===== src/rtl/sdram_port_arbiter_pkg.sv =====
// Shared types and constants for the SDRAM port arbiter.
package sdram_pkg;

    localparam int unsigned ADDR_W = 24;

    // Port tags carried on mem_port; 0 means no transaction owns the bus.
    localparam logic [1:0] PORT_IFETCH = 2'd1;
    localparam logic [1:0] PORT_DATA   = 2'd2;
    localparam logic [1:0] PORT_DMA    = 2'd3;

    typedef enum logic [1:0] {
        StIdle,
        StIssue,
        StWait,
        StSettle
    } arb_state_e;

    // Round-robin successor: 1 -> 2 -> 3 -> 1 (an idle tag of 0 also maps to 1).
    function automatic logic [1:0] next_port(input logic [1:0] p);
        return (p == PORT_DMA) ? PORT_IFETCH : p + 2'd1;
    endfunction

endpackage


===== src/rtl/sdram_port_arbiter_if.sv =====
// Requester and controller-side signal bundle for the SDRAM port arbiter.
interface sdram_port_arbiter_if
    import sdram_pkg::*;
();

    // Requester side, indexed by port tag 1..3.
    logic [ADDR_W-1:0] p_addr  [1:3];
    logic [31:0]       p_wdata [1:3];
    logic [3:0]        p_be    [1:3];
    logic [3:1]        p_rd;
    logic [3:1]        p_wr;
    logic [3:1]        p_done;

    // Controller side.
    logic [ADDR_W-1:0] mem_addr;
    logic [31:0]       mem_wdata;
    logic [3:0]        mem_be;
    logic              mem_rd;
    logic              mem_wr;
    logic [1:0]        mem_port;
    logic              mem_ready;

    // Requesters plus controller, as seen from outside the arbiter.
    modport master (
        output p_addr, p_wdata, p_be, p_rd, p_wr, mem_ready,
        input  p_done, mem_addr, mem_wdata, mem_be, mem_rd, mem_wr, mem_port
    );

    // The arbiter itself.
    modport slave (
        input  p_addr, p_wdata, p_be, p_rd, p_wr, mem_ready,
        output p_done, mem_addr, mem_wdata, mem_be, mem_rd, mem_wr, mem_port
    );

endinterface


===== src/rtl/sdram_port_arbiter_rr_pick.sv =====
// Combinational 3-way round-robin picker with optional absolute DMA priority.
module sdram_rr_pick
    import sdram_pkg::*;
(
    input  logic [3:1] eligible,
    input  logic [1:0] last,
    input  logic       prio_en,
    output logic [1:0] grant,
    output logic       valid
);

    logic [1:0] w_cand;

    // Search from the port after the last grant; DMA short-circuits when prioritised.
    always_comb begin
        grant  = 2'd0;
        valid  = 1'b0;
        w_cand = last;
        if (prio_en && eligible[PORT_DMA]) begin
            grant = PORT_DMA;
            valid = 1'b1;
        end else begin
            for (int i = 0; i < 3; i++) begin
                w_cand = next_port(w_cand);
                if (!valid && eligible[w_cand]) begin
                    grant = w_cand;
                    valid = 1'b1;
                end
            end
        end
    end

endmodule


===== src/rtl/sdram_port_arbiter.sv =====
// Arbitrates three requesters onto the SDRAM controller's single request port.
module sdram_port_arbiter
    import sdram_pkg::*;
#(
    parameter bit          DMA_PRIO = 1'b1,
    parameter int unsigned DONE_DLY = 2
) (
    input  logic                 clk,
    input  logic                 resetn,
    sdram_port_arbiter_if.slave  port,
    output logic                 busy
);

    localparam int unsigned CNT_W = (DONE_DLY < 2) ? 1 : $clog2(DONE_DLY + 1);

    arb_state_e        r_state, w_state_nxt;
    logic [CNT_W-1:0]  r_cnt, w_cnt_nxt;
    logic [1:0]        r_last, w_last_nxt;
    logic [1:0]        r_port, w_port_nxt;
    logic [ADDR_W-1:0] r_addr, w_addr_nxt;
    logic [31:0]       r_wdata, w_wdata_nxt;
    logic [3:0]        r_be, w_be_nxt;
    logic              r_rd, w_rd_nxt;
    logic              r_wr, w_wr_nxt;

    logic [3:1]        w_eligible;
    logic [1:0]        w_grant;
    logic              w_valid;

    assign w_eligible = port.p_rd | port.p_wr;

    sdram_rr_pick u_pick (
        .eligible (w_eligible),
        .last     (r_last),
        .prio_en  (DMA_PRIO),
        .grant    (w_grant),
        .valid    (w_valid)
    );

    // State and registered controller-side outputs; pointer restarts at port 1.
    always_ff @(posedge clk or negedge resetn) begin
        if (!resetn) begin
            r_state <= StIdle;
            r_cnt   <= '0;
            r_last  <= PORT_IFETCH;
            r_port  <= 2'd0;
            r_addr  <= '0;
            r_wdata <= '0;
            r_be    <= '0;
            r_rd    <= 1'b0;
            r_wr    <= 1'b0;
        end else begin
            r_state <= w_state_nxt;
            r_cnt   <= w_cnt_nxt;
            r_last  <= w_last_nxt;
            r_port  <= w_port_nxt;
            r_addr  <= w_addr_nxt;
            r_wdata <= w_wdata_nxt;
            r_be    <= w_be_nxt;
            r_rd    <= w_rd_nxt;
            r_wr    <= w_wr_nxt;
        end
    end

    // Next-state: grant in IDLE, strobe for one ISSUE cycle, wait for ready, count down.
    always_comb begin
        w_state_nxt = r_state;
        w_cnt_nxt   = r_cnt;
        w_last_nxt  = r_last;
        w_port_nxt  = r_port;
        w_addr_nxt  = r_addr;
        w_wdata_nxt = r_wdata;
        w_be_nxt    = r_be;
        w_rd_nxt    = r_rd;
        w_wr_nxt    = r_wr;
        case (r_state)
            StIdle: begin
                if (w_valid) begin
                    w_addr_nxt  = port.p_addr[w_grant];
                    w_wdata_nxt = port.p_wdata[w_grant];
                    w_be_nxt    = port.p_be[w_grant];
                    // A port asserting both strobes is serviced as a write.
                    w_wr_nxt    = port.p_wr[w_grant];
                    w_rd_nxt    = port.p_rd[w_grant] & ~port.p_wr[w_grant];
                    w_port_nxt  = w_grant;
                    w_last_nxt  = w_grant;
                    w_state_nxt = StIssue;
                end
            end
            StIssue: begin
                w_rd_nxt = 1'b0;
                w_wr_nxt = 1'b0;
                if (port.mem_ready) begin
                    w_cnt_nxt   = CNT_W'(DONE_DLY);
                    w_state_nxt = StSettle;
                end else begin
                    w_state_nxt = StWait;
                end
            end
            StWait: begin
                if (port.mem_ready) begin
                    w_cnt_nxt   = CNT_W'(DONE_DLY);
                    w_state_nxt = StSettle;
                end
            end
            StSettle: begin
                // Hold off completion until the upper read half has reached the port buffer.
                if (r_cnt == '0) begin
                    w_port_nxt  = 2'd0;
                    w_state_nxt = StIdle;
                end else begin
                    w_cnt_nxt = r_cnt - CNT_W'(1);
                end
            end
            default: w_state_nxt = StIdle;
        endcase
    end

    // Completion pulse to the owning port on the final SETTLE cycle.
    always_comb begin
        port.p_done = '0;
        if (r_state == StSettle && r_cnt == '0) begin
            port.p_done[r_port] = 1'b1;
        end
    end

    assign port.mem_addr  = r_addr;
    assign port.mem_wdata = r_wdata;
    assign port.mem_be    = r_be;
    assign port.mem_rd    = r_rd;
    assign port.mem_wr    = r_wr;
    assign port.mem_port  = r_port;
    assign busy           = (r_state != StIdle);

endmodule


===== src/flat_wrapper.sv =====
// flat-port wrapper written by rule: the top's interface ports become plain ports
module sdram_port_arbiter_flat import sdram_pkg::*;
#(
    parameter bit          DMA_PRIO = 1'b1,
    parameter int unsigned DONE_DLY = 2
)
  (clk, resetn, busy, port_p_addr, port_p_wdata, port_p_be, port_p_rd, port_p_wr, port_mem_ready, port_p_done, port_mem_addr, port_mem_wdata, port_mem_be, port_mem_rd, port_mem_wr, port_mem_port);
  sdram_port_arbiter_if port_i ();
  input  logic clk;
  input  logic resetn;
  output logic busy;
  input wire logic [$bits(port_i.p_addr)-1:0] port_p_addr;
  input wire logic [$bits(port_i.p_wdata)-1:0] port_p_wdata;
  input wire logic [$bits(port_i.p_be)-1:0] port_p_be;
  input wire logic [$bits(port_i.p_rd)-1:0] port_p_rd;
  input wire logic [$bits(port_i.p_wr)-1:0] port_p_wr;
  input wire logic [$bits(port_i.mem_ready)-1:0] port_mem_ready;
  output wire logic [$bits(port_i.p_done)-1:0] port_p_done;
  output wire logic [$bits(port_i.mem_addr)-1:0] port_mem_addr;
  output wire logic [$bits(port_i.mem_wdata)-1:0] port_mem_wdata;
  output wire logic [$bits(port_i.mem_be)-1:0] port_mem_be;
  output wire logic [$bits(port_i.mem_rd)-1:0] port_mem_rd;
  output wire logic [$bits(port_i.mem_wr)-1:0] port_mem_wr;
  output wire logic [$bits(port_i.mem_port)-1:0] port_mem_port;
  assign port_i.p_addr = {>>{port_p_addr}};
  assign port_i.p_wdata = {>>{port_p_wdata}};
  assign port_i.p_be = {>>{port_p_be}};
  assign port_i.p_rd = port_p_rd;
  assign port_i.p_wr = port_p_wr;
  assign port_i.mem_ready = port_mem_ready;
  assign port_p_done = port_i.p_done;
  assign port_mem_addr = port_i.mem_addr;
  assign port_mem_wdata = port_i.mem_wdata;
  assign port_mem_be = port_i.mem_be;
  assign port_mem_rd = port_i.mem_rd;
  assign port_mem_wr = port_i.mem_wr;
  assign port_mem_port = port_i.mem_port;
  sdram_port_arbiter #(.DMA_PRIO(DMA_PRIO), .DONE_DLY(DONE_DLY)) u_core (.clk(clk), .resetn(resetn), .port(port_i), .busy(busy));
endmodule

===== config.mk =====
export PLATFORM = sky130hd
export DESIGN_NAME = sdram_port_arbiter_flat
export DESIGN_NICKNAME = d
export VERILOG_FILES = /design/src/rtl/sdram_port_arbiter_pkg.sv /design/src/rtl/sdram_port_arbiter_if.sv /design/src/rtl/sdram_port_arbiter_rr_pick.sv /design/src/rtl/sdram_port_arbiter.sv /design/src/flat_wrapper.sv
export SDC_FILE = /design/constraint.sdc
export NUM_CORES = 1
export LEC_CHECK = 0
export CAP_MARGIN = 20
export CORE_UTILIZATION = 39
export CTS_CLUSTER_DIAMETER = 30
export CTS_CLUSTER_SIZE = 24
export DETAILED_ROUTE_END_ITERATION = 8
export GPL_ROUTABILITY_DRIVEN = 0
export MAX_ROUTING_LAYER = met4
export PLACE_DENSITY = 0.81
export SLEW_MARGIN = 20
export SYNTH_ARGS = -nofsm -noshare
export SYNTH_HDL_FRONTEND = slang
export SYNTH_SLANG_ARGS = --single-unit

===== constraint.sdc =====
create_clock -name clk -period 2.76 [get_ports clk]
set_input_delay 0.276 -clock clk [delete_from_list [all_inputs] [get_ports clk]]
set_output_delay 0.276 -clock clk [all_outputs]
set_load 0.1 [all_outputs]

==> results.cfg, run 1 <==
[routing]
detail_route.wl_per_cell_microns = 17.8
vias_per_cell = 5.60
drc = 0
num_vias = 4980
drt-total-wl_microns = 15900
drt_pre_antenna_iters = 4
drtIter0Drc = 323
drtAntennaViolNets = 0

[worst_setup_path]
path_max_fanout = 24
critPathKind = reg2reg
startpoint_type = flop
required_ps = 2960
critPathCaptureType = flop
timing.critical_path.arrival_ps = 2770

[clock_network]
clock_path_buffers = 2
cts_sinks = 70
cts_tree = built
cts_root_buffer = clkbuf_16
clock_latency_ps = 330
cts_hold_buffers = 0
clkTransAtPathRegs_ps = 60
cts_buffers = 9
htree_levels = 3

[floorplanning]
fp.dieH_microns = 111
rows = 39
ios = 257
core_sq_um = 11500
fp.dieArea_sq_um = 12200
die_x_microns = 111
start_util = 0.401

[power_and_ir_drop]
internal_power_mw = 4.27
ir_worst_vdd_mv = 1.18
power_mw = 10.6
power.share.combinational = 0.723
p_switching_mw = 6.33
p_sw_frac = 0.597
clkPwrFrac = 0.099
powerDensity_nw_per_um2 = 1430
p_seq_frac = 0.178
leakage_nw = 2.97

[logic_synthesis]
ys_ff_latch = 70
yosysWarnings = 0
synthCells = 502
netlist_area_sq_um = 4590
yosysSeqAreaShare = 0.382
synthArstFlopShare = 1.00
synth_ff_type = dfrtp_1
synth_cell_type_count = 44
synth_nets = 700
synth_edf_count = 0
syn_area_per_cell_sq_um = 9.15

[final_layout]
seq_area_sq_um = 1750
final_cell_area_sq_um = 7410
multi_input_area_sq_um = 2540
drive_gt1_frac = 0.164
nFillCells = 935
area_growth_pct = 61.4
diodes = 0
final_nets = 939

[timing]
setup_ws_ps = 190
finalCriticalPeriod_ps = 2570
hold_viol = 0
max_freq_ghz = 0.389
rsz0062_at_grt = no
clock-skew-final_ps = 7.17
setup_violations = 0
fin_crit_sh = 0.931
slew_headroom = 0.373
tightest_slew_ps = 940
finalSetupTns_ps = 0
maxSlewViolCount = 0

[place]
dpl_cell_area_sq_um = 7090
dpl.hpwl_microns = 11300
io_buffer_count = 256
detailedPlace.worstSlack_ps = 71.9

[worst_hold_path]
hold_path.class = in2async

[global_routing]
track_usage = 0.261
grt_pass1_vias = 5053
grt_max_degree = 71
grt_pass1_wl_microns = 24900
grt_antenna_before_repair = 0
grt.overflow.total = 0

[run_status]
status = finished, final reports clean

[flow_run]
drv_cap = 0
-- Yosys cell counts (2+ instances only) --
library cell	n	area share
a211oi_4	2	0.0087
a21o_1	3	0.0049
a21oi_1	8	0.0087
a31oi_1	2	0.0027
buf_2	20	0.022
buf_4	2	0.0033
buf_6	3	0.0074
buf_8	5	0.016
clkbuf_1	13	0.011
dfrtp_1	69	0.38
ha_1	9	0.025
inv_1	14	0.011
mux2i_1	63	0.14
nand2_1	66	0.054
nand3_1	62	0.068
nor2_1	9	0.0074
nor3_1	4	0.0044
o211ai_1	50	0.082
o211ai_2	10	0.027
o21ai_0	4	0.0044
o21ai_1	58	0.063
o22ai_1	4	0.0054
-- placed cells by master, fill, tap and decap left out, types with 9 or more instances in the layout --
cell,count
nand2_1,66
inv_1,14
o21ai_1,58
buf_4,74
clkdlybuf4s50_1,187
dfrtp_1,69
nor2_1,9
nand3_1,62
o211ai_1,50
o211ai_2,10
mux2i_1,63
clkbuf_16,11
-- path summary, 6_finish.rpt --
check	startpoint	endpoint	slack, ps	depth (start not counted)
worst max-delay path	u_core.r_last[0]	u_core.port.mem_wdata[28]	190	9
worst max register to register	u_core.r_last[0]	u_core.port.mem_wdata[28]	190	9
worst min register to register	u_core.port.mem_addr[4]	u_core.port.mem_addr[4]	500	2
min in group clk	u_core.port.mem_addr[4]	u_core.port.mem_addr[4]	500	2
max in group asynchronous	resetn	u_core.port.mem_addr[9]	2050	1
worst min-delay path	resetn	u_core.port.mem_addr[23]	70	1
-- metal layers --
layer / vias up / part of all wire / global-route usage
met5: - / 0 / -
met4: 0 / 0.039 / 0.122
met3: 50 / 0.060 / 0.0477
met2: 242 / 0.49 / 0.441
met1: 2370 / 0.41 / 0.299
li1: 2318 / - / -
-- metrics by stage --
stage / std cells / hold WS (ps) / utilization
3_5_place_dp: 870 / 474 / 0.618
3_3_place_gp: 870 / 469 / 0.618
4_1_cts: 886 / 114 / 0.641
6_report: 889 / 65.0 / 0.647
5_1_grt: 889 / 165 / 0.647
2_1_floorplan: 502 / -19.6 / -
-- critical path, stage by stage, from the launching register on --
cell	delay, ps
dfstp_2	550
inv_1	80
ha_2	340
a21o_1	190
o22a_1	250
a211oi_4	220
buf_4	190
buf_12	200
mux2i_1	280
o211ai_1	120
-- flip-flops by register name (all words and copies together), names as in the netlist --
register	count
u_core.r_state	2
u_core.port.mem_be	4
u_core.port.mem_wdata	32
u_core.r_cnt	2
u_core.r_last	2
u_core.port.mem_rd	1
u_core.port.mem_wr	1
u_core.port.mem_port	2
u_core.port.mem_addr	24
-- cells by family (layout without fill, tap and decap cells) --
kind of cell / Yosys count / in the layout / synth area share
AND/OR/NAND/NOR: 148 / 148 / 0.145
multiplexers: 64 / 64 / 0.140
adder cells (fa/ha/maj): 9 / 9 / 0.0245
buffers and inverters: 57 / 301 / 0.0708
flip-flops: 70 / 70 / 0.382
AO/OA/AOI/OAI: 154 / 154 / 0.238
-- power by group through the flow --
stage	Combinational, mW	Clock, mW	Sequential, mW
floorplan	2.53	0	5.16
global placement	7.40	0	1.87
detailed placement	7.57	0	1.89
CTS	7.57	1.07	1.88
global route	8.07	1.11	1.95
finish	7.66	1.05	1.88
-- what timing repair did --
action,in CTS,in global routing
setup endpoints to repair,0,28
gates resized for setup,0,4
setup buffers,0,1
-- final cells by class --
type	instances	share of cell area
clock inverters	5	0.00337
inverters	14	0.00709
well taps	143	0.0241
repair buffers	271	0.354
flip-flops and latches	70	0.236
clock buffers	11	0.0327
multi-input cells	375	0.342
Note: power is estimated with default switching activity, not from simulation.
==> inputs of run 2 (changes only) <==
--- a/config.mk
+++ b/config.mk
@@ -6,6 +6,7 @@
 export NUM_CORES = 1
 export LEC_CHECK = 0
 export CAP_MARGIN = 20
+export CORE_MARGIN = 1
 export CORE_UTILIZATION = 39
 export CTS_CLUSTER_DIAMETER = 30
 export CTS_CLUSTER_SIZE = 24
==> constraint.sdc (replaced) <==
create_clock -name clk -period 2.5 [get_ports clk]
set_input_delay 0.25 -clock clk [delete_from_list [all_inputs] [get_ports clk]]
set_output_delay 0.25 -clock clk [all_outputs]
set_load 0.1 [all_outputs]
==> run 2 against run 1 <==
Net effect:
- final cell count up 2.6%
- non-clock buffer count up 23
- highest routed layer unchanged
- combinational power increased by 17%
- design area rose by 5.8%
- sequential power increased by 12%
- clock skew shrank 0.55 ps
- die area unchanged
- setup slack worse by 120 ps
- maximum frequency increased by 5.8%
- largest cell class unchanged
- wire length is 6.2% higher
- critical path depth is the same
==> results.cfg, run 2 (same netlist as run 1, synthesis figures left out) <==
[run_status]
status = finished, final reports clean

[global_routing]
grt_pass1_vias = 5223
grt_pass1_wl_microns = 26000
grt_max_degree = 71
grt_antenna_before_repair = 0
grt.overflow.total = 0
track_usage = 0.273

[final_layout]
drive_gt1_frac = 0.200
area_growth_pct = 70.8
post-route-util = 0.684
fin_cells = 912
nFillCells = 869
diodes = 0
final_common_cell = clkdlybuf4s50_1
layout_common_cells = clkdlybuf4s50_1, buf_4, dfrtp_1
largest_reg_flops = 32
final_nets = 962

[floorplanning]
rows = 39
ios = 257
fp.dieArea_sq_um = 12200
die_x_microns = 111
core_sq_um = 11500
start_util = 0.401
fp.dieH_microns = 111

[power_and_ir_drop]
ir_worst_vdd_mv = 1.37
power.share.combinational = 0.707
p_switching_mw = 7.19
clkPwrFrac = 0.127
p_seq_frac = 0.167
p_sw_frac = 0.567
powerDensity_nw_per_um2 = 1610
leakage_nw = 3.16
internal_power_mw = 5.48

[timing]
setup_ws_ps = 70.5
slew_headroom = 0.384
hold_viol = 0
finalCriticalPeriod_ps = 2430
rsz0062_at_grt = no
fin_crit_sh = 0.972
setup_violations = 0
tightest_slew_ps = 924
max_freq_ghz = 0.412
finalSetupTns_ps = 0
maxSlewViolCount = 0
clock-skew-final_ps = 6.62

[routing]
drc = 0
drtAntennaViolNets = 0
drt-total-wl_microns = 16800
vias_per_cell = 5.61
detail_route.wl_per_cell_microns = 18.5
num_vias = 5118
drt_pre_antenna_iters = 4
drtIter0Drc = 370

[worst_setup_path]
cp_cell_sequence = inv_2, ha_4, a21o_1, o22a_2, buf_6, a211oi_4, buf_6, nor3_2, a221o_1
startpoint_type = flop
path_max_fanout = 7
critPathKind = reg2reg
timing.critical_path.arrival_ps = 2640
max_stage_delay_ps = 530
reg2reg_depth = 9
reg2reg_to = u_core.port.mem_rd
ff2ff_setup_slack_ps = 70
critPathCaptureType = flop
cpMaxStageDelayCell = dfstp_2
required_ps = 2710
worstReg2RegStart = u_core.r_last[0]
crit_top_cell = buf_6

[place]
detailedPlace.worstSlack_ps = -140
dp.cells = 887
dpl.hpwl_microns = 12100
io_buffer_count = 256

[clock_network]
htree_levels = 3
cts_root_buffer = clkbuf_16
cts_sinks = 70
cts_hold_buffers = 0
clkTransAtPathRegs_ps = 60
cts_tree = built
clock_latency_ps = 340
cts_buffers = 9
clock_path_buffers = 2

[flow_run]
drv_cap = 0

[worst_hold_path]
hold_path.class = in2async
[run 2: worst max-delay path, delay by kind of cell, from the launching register on]
kind | cells | cell delay, ps
simple gates | 1 | 40
buf+inv | 3 | 380
compound gates | 4 | 1110
fa+ha+maj | 1 | 240
flops | 1 | 530
[run 2: how the worst max path moves through the flow]
stage / cells past startpoint / from / slack [ps] / end
floorplan: 2 / u_core.port.mem_port[0] / -200 / port_p_done[0]
global placement: 9 / u_core.r_last[0] / 20 / u_core.port.mem_addr[19]
detailed placement: 9 / u_core.r_last[0] / -140 / u_core.port.mem_addr[19]
CTS: 12 / u_core.r_last[0] / 0.6 / u_core.port.mem_addr[19]
global route: 12 / u_core.r_last[0] / 1 / u_core.port.mem_wdata[9]
finish: 9 / u_core.r_last[0] / 70 / u_core.port.mem_rd
[run 2: power groups by stage]
| stage | Sequential (mW) | Combinational [mW] | Clock (mW) |
|---|---|---|---|
| 2_1_floorplan | 5.70 | 2.79 | 0 |
| 3_3_place_gp | 2.07 | 8.35 | 0 |
| 4_1_cts | 2.10 | 8.71 | 1.62 |
| 6_report | 2.11 | 8.95 | 1.61 |
| 3_5_place_dp | 2.10 | 8.56 | 0 |
| 5_1_grt | 2.17 | 9.38 | 1.68 |
[run 2: what timing repair did]
action | CTS | global route
cloned | 1 | 3
pin swaps | 2 | 7
gates resized for setup | 8 | 12
setup endpoints to repair | 64 | 64
buffers inserted | 3 | 2
[run 2: area by class of cell]
cell class / instances / area [sq um] / share of cell area
tap: 143 / 179 / 0.0228
multi-input combinational: 375 / 2590 / 0.330
clock inverter: 6 / 133 / 0.0169
sequential: 70 / 1750 / 0.224
clock buffer: 10 / 239 / 0.0305
timing repair buffer: 294 / 2900 / 0.369
inverter: 14 / 52.6 / 0.00670
[run 2: metal layers]
| layer | share of wire | GRT usage | wire (microns) | up-vias |
|---|---|---|---|---|
| met1 | 0.39 | 0.311 | 6650 | 2489 |
| met3 | 0.063 | 0.0472 | 1060 | 24 |
| met2 | 0.52 | 0.482 | 8840 | 231 |
| met4 | 0.018 | 0.0889 | 296 | 0 |
| li1 | - | - | - | 2374 |
| met5 | 0 | - | 0 | - |
[run 2: per-stage QoR]
stage	hold WS [ps]	power [mW]	area, sq um
after global placement	450	10.4	7240
after floorplan	-45.6	8.49	4600
after detailed placement	453	10.7	7240
after global routing	122	13.2	7850
final	34.9	12.7	7850
after CTS	92.9	12.4	7690
